$ cat src/rtl/gshare_ras_predictor.sv
// gshare_ras_predictor
//   Fetch-stage next-PC predictor for the 5-stage RV32I core. It combines a
//   tagged direct-mapped BTB, a gshare PHT of 2-bit counters, a global history
//   register and a circular return address stack. Prediction is combinational
//   for IF. The EX stage supplies resolutions, which update all state on the
//   next rising edge.
//
// Ports
//   clk, reset          clock; asynchronous active-high reset
//   if_pc, if_is_ret    fetch PC and predecoded "ret" flag
//   pred_pc, pred_taken predicted next PC; high when it differs from if_pc+4
//   ex_valid            one resolving control instruction this cycle
//   ex_pc, ex_pred_pc   its PC and the prediction carried with it
//   ex_is_branch/call/ret, ex_taken, ex_target   resolved behaviour
//   ex_mispredict       resolved next PC differs from the carried prediction
//   redirect_pc         resolved next PC
//   n_resolved, n_mispredict   saturating event counters
module gshare_ras_predictor #(
  parameter int ADDR_W    = 32,
  parameter int BTB_IDX_W = 5,
  parameter int PHT_IDX_W = 5,
  parameter int GHR_W     = 5,
  parameter int RAS_DEPTH = 8,
  parameter int CNT_W     = 32
) (
  input  logic              clk,
  input  logic              reset,
  input  logic [ADDR_W-1:0] if_pc,
  input  logic              if_is_ret,
  output logic [ADDR_W-1:0] pred_pc,
  output logic              pred_taken,
  input  logic              ex_valid,
  input  logic [ADDR_W-1:0] ex_pc,
  input  logic [ADDR_W-1:0] ex_pred_pc,
  input  logic              ex_is_branch,
  input  logic              ex_is_call,
  input  logic              ex_is_ret,
  input  logic              ex_taken,
  input  logic [ADDR_W-1:0] ex_target,
  output logic              ex_mispredict,
  output logic [ADDR_W-1:0] redirect_pc,
  output logic [CNT_W-1:0]  n_resolved,
  output logic [CNT_W-1:0]  n_mispredict
);

  localparam int BTB_N  = 1 << BTB_IDX_W;
  localparam int PHT_N  = 1 << PHT_IDX_W;
  localparam int TAG_W  = ADDR_W - BTB_IDX_W - 2;
  localparam int PTR_W  = $clog2(RAS_DEPTH);
  localparam int RCNT_W = PTR_W + 1;

  // 2-bit saturating direction counter
  function automatic logic [1:0] ctr2_next(input logic [1:0] c, input logic up);
    if (up) return (c == 2'b11) ? c : c + 2'b01;
    else    return (c == 2'b00) ? c : c - 2'b01;
  endfunction

  // Event counter that sticks at all-ones
  function automatic logic [CNT_W-1:0] sat_inc(input logic [CNT_W-1:0] c);
    return (&c) ? c : c + CNT_W'(1);
  endfunction

  logic              r_btb_vld [BTB_N];
  logic [TAG_W-1:0]  r_btb_tag [BTB_N];
  logic [ADDR_W-1:0] r_btb_tgt [BTB_N];
  logic              r_btb_unc [BTB_N];
  logic [1:0]        r_pht     [PHT_N];
  logic [GHR_W-1:0]  r_ghr;
  logic [ADDR_W-1:0] r_ras     [RAS_DEPTH];
  logic [PTR_W-1:0]  r_ras_ptr;   // next free slot; top is r_ras_ptr-1
  logic [RCNT_W-1:0] r_ras_cnt;
  logic [CNT_W-1:0]  r_n_res;
  logic [CNT_W-1:0]  r_n_mis;

  // Lookup
  logic [BTB_IDX_W-1:0] w_if_bidx;
  logic [TAG_W-1:0]     w_if_tag;
  logic [PHT_IDX_W-1:0] w_ghr_ext;
  logic [PHT_IDX_W-1:0] w_if_pidx;
  logic                 w_if_hit;
  logic [ADDR_W-1:0]    w_if_pc4;
  logic [PTR_W-1:0]     w_ras_top_ptr;
  logic                 w_ras_empty;
  logic                 w_ras_full;
  logic [ADDR_W-1:0]    w_pred;

  assign w_if_bidx     = if_pc[BTB_IDX_W+1:2];
  assign w_if_tag      = if_pc[ADDR_W-1:BTB_IDX_W+2];
  assign w_ghr_ext     = PHT_IDX_W'(r_ghr);
  assign w_if_pidx     = if_pc[PHT_IDX_W+1:2] ^ w_ghr_ext;
  assign w_if_hit      = r_btb_vld[w_if_bidx] && (r_btb_tag[w_if_bidx] == w_if_tag);
  assign w_if_pc4      = if_pc + ADDR_W'(4);
  assign w_ras_top_ptr = r_ras_ptr - PTR_W'(1);
  assign w_ras_empty   = (r_ras_cnt == '0);
  assign w_ras_full    = (r_ras_cnt == RCNT_W'(RAS_DEPTH));

  always_comb begin
    w_pred = w_if_pc4;
    if (if_is_ret && !w_ras_empty)
      w_pred = r_ras[w_ras_top_ptr];
    else if (w_if_hit && r_btb_unc[w_if_bidx])
      w_pred = r_btb_tgt[w_if_bidx];
    else if (w_if_hit && r_pht[w_if_pidx][1])
      w_pred = r_btb_tgt[w_if_bidx];
  end

  assign pred_pc    = w_pred;
  assign pred_taken = (w_pred != w_if_pc4);

  // Resolution
  logic [ADDR_W-1:0]    w_ex_pc4;
  logic [ADDR_W-1:0]    w_actual;
  logic [BTB_IDX_W-1:0] w_ex_bidx;
  logic [PHT_IDX_W-1:0] w_ex_pidx;
  logic [GHR_W:0]       w_ghr_shift;
  logic                 w_push;
  logic                 w_replace;
  logic                 w_pop;

  assign w_ex_pc4      = ex_pc + ADDR_W'(4);
  assign w_actual      = ex_taken ? ex_target : w_ex_pc4;
  assign ex_mispredict = ex_valid && (w_actual != ex_pred_pc);
  assign redirect_pc   = w_actual;
  assign w_ex_bidx     = ex_pc[BTB_IDX_W+1:2];
  assign w_ex_pidx     = ex_pc[PHT_IDX_W+1:2] ^ w_ghr_ext;
  // Upper GHR_W bits are the history after shifting ex_taken in at the top
  assign w_ghr_shift   = {ex_taken, r_ghr};

  // call+ret on an empty stack degenerates to a plain push
  assign w_push    = ex_valid && ex_is_call && (!ex_is_ret || w_ras_empty);
  assign w_replace = ex_valid && ex_is_call && ex_is_ret && !w_ras_empty;
  assign w_pop     = ex_valid && ex_is_ret && !ex_is_call && !w_ras_empty;

  // State update edge
  always_ff @(posedge clk or posedge reset) begin
    if (reset) begin
      for (int i = 0; i < BTB_N; i++) r_btb_vld[i] <= 1'b0;
      for (int i = 0; i < PHT_N; i++) r_pht[i] <= 2'b01;
      r_ghr     <= '0;
      r_ras_ptr <= '0;
      r_ras_cnt <= '0;
      r_n_res   <= '0;
      r_n_mis   <= '0;
    end else begin
      if (ex_valid) begin
        r_n_res <= sat_inc(r_n_res);
        if (ex_mispredict) r_n_mis <= sat_inc(r_n_mis);
        if (ex_is_branch) begin
          r_pht[w_ex_pidx] <= ctr2_next(r_pht[w_ex_pidx], ex_taken);
          r_ghr            <= w_ghr_shift[GHR_W:1];
        end
        if (ex_taken) r_btb_vld[w_ex_bidx] <= 1'b1;
      end
      if (w_push) begin
        r_ras_ptr <= r_ras_ptr + PTR_W'(1);
        // When full the write lands on the oldest slot and the depth stays put
        if (!w_ras_full) r_ras_cnt <= r_ras_cnt + RCNT_W'(1);
      end else if (w_pop) begin
        r_ras_ptr <= w_ras_top_ptr;
        r_ras_cnt <= r_ras_cnt - RCNT_W'(1);
      end
    end
  end

  // Payload storage; qualified by the valid bits and RAS count above
  always_ff @(posedge clk) begin
    if (ex_valid && ex_taken) begin
      r_btb_tag[w_ex_bidx] <= ex_pc[ADDR_W-1:BTB_IDX_W+2];
      r_btb_tgt[w_ex_bidx] <= ex_target;
      r_btb_unc[w_ex_bidx] <= !ex_is_branch;
    end
    if (w_push)
      r_ras[r_ras_ptr] <= w_ex_pc4;
    else if (w_replace)
      r_ras[w_ras_top_ptr] <= w_ex_pc4;
  end

  assign n_resolved   = r_n_res;
  assign n_mispredict = r_n_mis;

endmodule
$ cat config.mk
export PLATFORM = sky130hd
export DESIGN_NAME = gshare_ras_predictor
export DESIGN_NICKNAME = d
export VERILOG_FILES = /design/src/rtl/gshare_ras_predictor.sv
export SDC_FILE = /design/constraint.sdc
export NUM_CORES = 2
export LEC_CHECK = 0
export ABC_AREA = 0
export CAP_MARGIN = 20
export CORE_ASPECT_RATIO = 2
export CORE_MARGIN = 4
export CORE_UTILIZATION = 48
export CTS_CLUSTER_SIZE = 40
export DETAILED_ROUTE_END_ITERATION = 8
export GPL_ROUTABILITY_DRIVEN = 0
export RECOVER_POWER = 25
export SYNTH_ARGS = -nofsm -noshare
export SYNTH_HDL_FRONTEND = slang
export SYNTH_SLANG_ARGS = --single-unit
$ cat constraint.sdc
create_clock -name clk -period 12.85 [get_ports clk]
set_clock_uncertainty 0.2 [all_clocks]
set_input_delay 3.855 -clock clk [delete_from_list [all_inputs] [get_ports clk]]
set_output_delay 3.855 -clock clk [all_outputs]
set_load 0.02 [all_outputs]
==> run summary <==
The run finished, with violations left. The checks that failed: capacitance limit, slew limit. Measured against its own limit, the worst slew margin works out to -47.4%. For this run, the leading register cell type out of synthesis is sky130_fd_sc_hd__edfxtp_1. The area share of the largest cell type after synthesis came out at 68.1%.

Power spread over the standard cell area amounts to 164 nW/µm². The starting utilization of the core area came out at 48.3%. The count of yosys warnings during synthesis came out at 0.

The most congested layer reported by global routing is met2. STA classifies the critical path endpoint as an output port. The core region is 193000 µm². The worst hold path belongs to the class reg -> reg. The clock drives 2284 sinks. The count of final max-slew check failures is 677. The number of DRC markers after the initial detailed-route iteration is 6189. Once routing completed, OpenROAD measured the worst setup slack at 0.0437 ns. The number of global-route vias before repair came out at 52800. The synthesized netlist cell count came out at 4925.

The netlist area before placement is 93100 µm². For the finished layout, the period the worst path requires is 12.81 ns. Detailed placement ended at an HPWL of 204 mm. Summed over all instances, the cell type with the most area after synthesis is sky130_fd_sc_hd__edfxtp_1. The met3 usage came out at 5.86%. The final hold violation count came out at 0. The worst-case IR drop observed on VDD is 0.130 mV.

By area the synthesized netlist is led by sky130_fd_sc_hd__edfxtp_1 (68%), sky130_fd_sc_hd__mux4_2 (10%), sky130_fd_sc_hd__mux2i_1 (4.0%), sky130_fd_sc_hd__dfrtp_1 (3.8%), sky130_fd_sc_hd__mux2_2 (1.6%). The maximum number of buffers from clock root to sink came out at 4. The quantity of I/O buffers inserted on ports is 265. TritonCTS built the clock tree. The transition time at the pin with the least slew margin came out at 2.21 ns. The count of unresolved DRC violations after routing came out at 0. The worst slack on hold paths came out at 0.265 ns. The post-route netlist has 23.5% of its cells at a drive strength greater than 1.

The I/O pin total is 266. The number of placed cells counting well taps came out at 7811. The pre-CTS setup slack came out at 0.0576 ns.

The area enclosed by the die boundary is 202000 µm². The post-synthesis to final-layout area growth is 15.4%. The worst setup path is launched from an input port. At the worst endpoint, the arrival time is 8.75 ns. The synthesized area per cell is 18.9 µm².

Synthesis instantiated 83 different standard cells from the library. The analysis attributes to cell leakage a power of 35.9 nW. The detailed-router iteration count before antenna repair came out at 9. The highest achievable clock rate is 78.1 MHz. The largest net degree at the start of global routing came out at 67. In the global route stage, met1 resource usage came out at 35.7%.

The number of enable flip-flop cells after synthesis is 2112. The count of final setup violators is 0. The total of hold buffers inserted after clock tree synthesis came out at 0. The count of cells in the finished layout, fillers not included, comes to 8179. The all-layer global routing usage is 30.6%. The sum of negative setup slack is 0 ns. The number of routed nets with antenna violations is 0.

The remaining global-route overflow is 0. After clock tree synthesis, the clock-pin slew on the worst setup and hold paths is 0.07 ns. The worst path required time came out at 8.80 ns. The number of nets in the final layout is 5632.

The critical path is of the in -> out type. The flip-flop and latch count after synthesis came out at 2284. The width of the chip came out at 319 µm. In the global route stage, met2 resource usage came out at 52.6%. The number of H-tree levels is 4. The number of fill cells is 14900.

The max-capacitance violation count came out at 19. The die is 631 µm tall. The detail-routed via count per cell came out at 6.44. CTS placed an instance of sky130_fd_sc_hd__clkbuf_16 at the clock tree root. The total clock buffers created by CTS came out at 197. The routed design has 313 mm of wire. Setup repair after global routing left no endpoint under its margin. The average wire per cell in the routed design is 38.3 µm. The worst-path maximum fanout is 41. The number of vias in the routed layout came out at 52700. The share of async-settable or async-resettable flops after synthesis is 7.53%.

The first global-routing pass estimated 428 mm of wire. The sequential fraction of the synthesis area came out at 72.8%. The number of nets handed over by synthesis was 5073. The ratio of final minimum period to clock period is 99.7%. The source-to-sink clock delay at the later pin of the worst-skew pair came out at 0.85 ns.

The initial antenna violation count came to 18. In this run the core area contains 228 standard-cell rows.
[area by class of cell]
type                            instances  area [µm²]  share of cell area [%]
Antenna cell                           14        35.0                  0.0326
Clock buffer                          235        5240                    4.88
Clock inverter                        115        1140                    1.06
Inverter                               37         145                   0.135
Multi-Input combinational cell       2358       24400                    22.7
Sequential cell                      2284       67800                    63.1
Tap cell                             2530        3170                    2.95
Timing Repair Buffer                  606        5570                    5.18
[cells by family after synthesis]
| logic type | after synthesis | share of synthesized area, % |
|---|---|---|
| flip-flops | 2284 | 72.8 |
| multiplexers | 945 | 16.2 |
| AND/OR/NAND/NOR | 760 | 4.07 |
| AO/OA/AOI/OAI | 382 | 2.88 |
| buffers and inverters | 283 | 1.48 |
| XOR/XNOR | 257 | 2.43 |
| adder cells (fa/ha/maj) | 14 | 0.191 |
[cells in the final DEF (no fill, tap or decap), drive strengths merged, types with 127 or more instances in the layout]
cell type      synthesis  final
clkdlybuf4s50          0    210
clkbuf                94    269
mux2i                369    369
xnor2                171    171
buf                  152    319
edfxtp              2112   2112
mux2                 146    146
a22oi                127    127
mux4                 430    430
nand2                235    235
dfrtp                140    140
[synthesized netlist by cell type (7+ instances only)]
master                        n
sky130_fd_sc_hd__a211oi_1    16
sky130_fd_sc_hd__a21oi_1     45
sky130_fd_sc_hd__a221oi_1     7
sky130_fd_sc_hd__a22oi_1    127
sky130_fd_sc_hd__a31oi_1     17
sky130_fd_sc_hd__a32o_1       8
sky130_fd_sc_hd__a32oi_1     13
sky130_fd_sc_hd__and2_1      15
sky130_fd_sc_hd__and3_1      40
sky130_fd_sc_hd__and4_1      11
sky130_fd_sc_hd__buf_1       21
sky130_fd_sc_hd__buf_2       93
sky130_fd_sc_hd__buf_4       26
sky130_fd_sc_hd__buf_6       10
sky130_fd_sc_hd__clkbuf_1    94
sky130_fd_sc_hd__dfrtp_1    140
sky130_fd_sc_hd__dfstp_2     32
sky130_fd_sc_hd__edfxtp_1  2112
sky130_fd_sc_hd__ha_1        11
sky130_fd_sc_hd__inv_1       34
sky130_fd_sc_hd__mux2_2     136
sky130_fd_sc_hd__mux2_4       8
sky130_fd_sc_hd__mux2i_1    369
sky130_fd_sc_hd__mux4_2     429
sky130_fd_sc_hd__nand2_1    235
sky130_fd_sc_hd__nand2b_1    10
sky130_fd_sc_hd__nand3_1    115
sky130_fd_sc_hd__nand4_1     60
sky130_fd_sc_hd__nor2_1     114
sky130_fd_sc_hd__nor2b_1     11
sky130_fd_sc_hd__nor3_1      41
sky130_fd_sc_hd__nor4_1      25
sky130_fd_sc_hd__o21ai_0     35
sky130_fd_sc_hd__o22ai_1     54
sky130_fd_sc_hd__or2_2       41
sky130_fd_sc_hd__or3_1       12
sky130_fd_sc_hd__or4_1        7
sky130_fd_sc_hd__xnor2_1    171
sky130_fd_sc_hd__xor2_1      85
[layer usage]
metal	routed length [µm]	share of wire [%]
met4	24200	7.7
met3	25800	8.2
met5	64	0.020
met1	105000	34
met2	157000	50
[registers in the layout, indices dropped and copies added (netlist names)]
register,count
r_ghr,5
r_btb_vld,32
n_mispredict,32
r_btb_unc,32
r_ras_ptr,3
r_btb_tag,800
r_ras,256
r_ras_cnt,4
r_btb_tgt,1024
n_resolved,32
r_pht,64
[critical path: stages]
cell and delay, ns:
sky130_fd_sc_hd__buf_8 0.28, sky130_fd_sc_hd__buf_12 0.38, sky130_fd_sc_hd__mux4_2 0.57, sky130_fd_sc_hd__mux4_2 0.48, sky130_fd_sc_hd__mux2i_1 0.62, sky130_fd_sc_hd__xnor2_1 0.21
sky130_fd_sc_hd__nor3_1 0.57, sky130_fd_sc_hd__nand4_4 0.22, sky130_fd_sc_hd__buf_12 0.22, sky130_fd_sc_hd__buf_4 0.17, sky130_fd_sc_hd__mux2i_1 0.12, sky130_fd_sc_hd__a21oi_1 0.29
sky130_fd_sc_hd__clkdlybuf4s50_1 0.65
[stage by stage]
step	cell area [µm²]	total power [mW]	utilization [%]
global route	107000	18.1	55.7
CTS	107000	17.7	55.7
floorplan	93100	10.3	-
detailed placement	101000	11.7	52.4
finish	107000	17.6	55.7
global placement	101000	11.7	52.4
[report_power, final]
| part | internal [mW] | switching, mW |
|---|---|---|
| Sequential | 8.39 | 0.139 |
| Clock | 3.35 | 2.68 |
| Combinational | 1.19 | 1.83 |
| Total | 12.9 | 4.65 |
[worst paths after layout]
path,depth (start not counted),start,slack (ns),end
min in group asynchronous,2,reset,3.83,n_resolved[6]
setup / recovery,13,if_pc[2],0.04,pred_pc[13]
hold reg to reg,1,r_btb_vld[18],0.26,r_btb_vld[18]
hold / removal,1,r_btb_vld[18],0.26,r_btb_vld[18]
setup reg to reg,6,r_ras_ptr[0],9.18,r_ras[0][31]
max in group asynchronous,4,reset,5.99,r_btb_vld[27]
[timing repair]
action | 4_1_cts | 5_1_grt
buffers inserted | 0 | 1
gates resized for setup | 0 | 1
setup endpoints to repair | 0 | 18
Note: power is estimated with default switching activity, not from simulation.
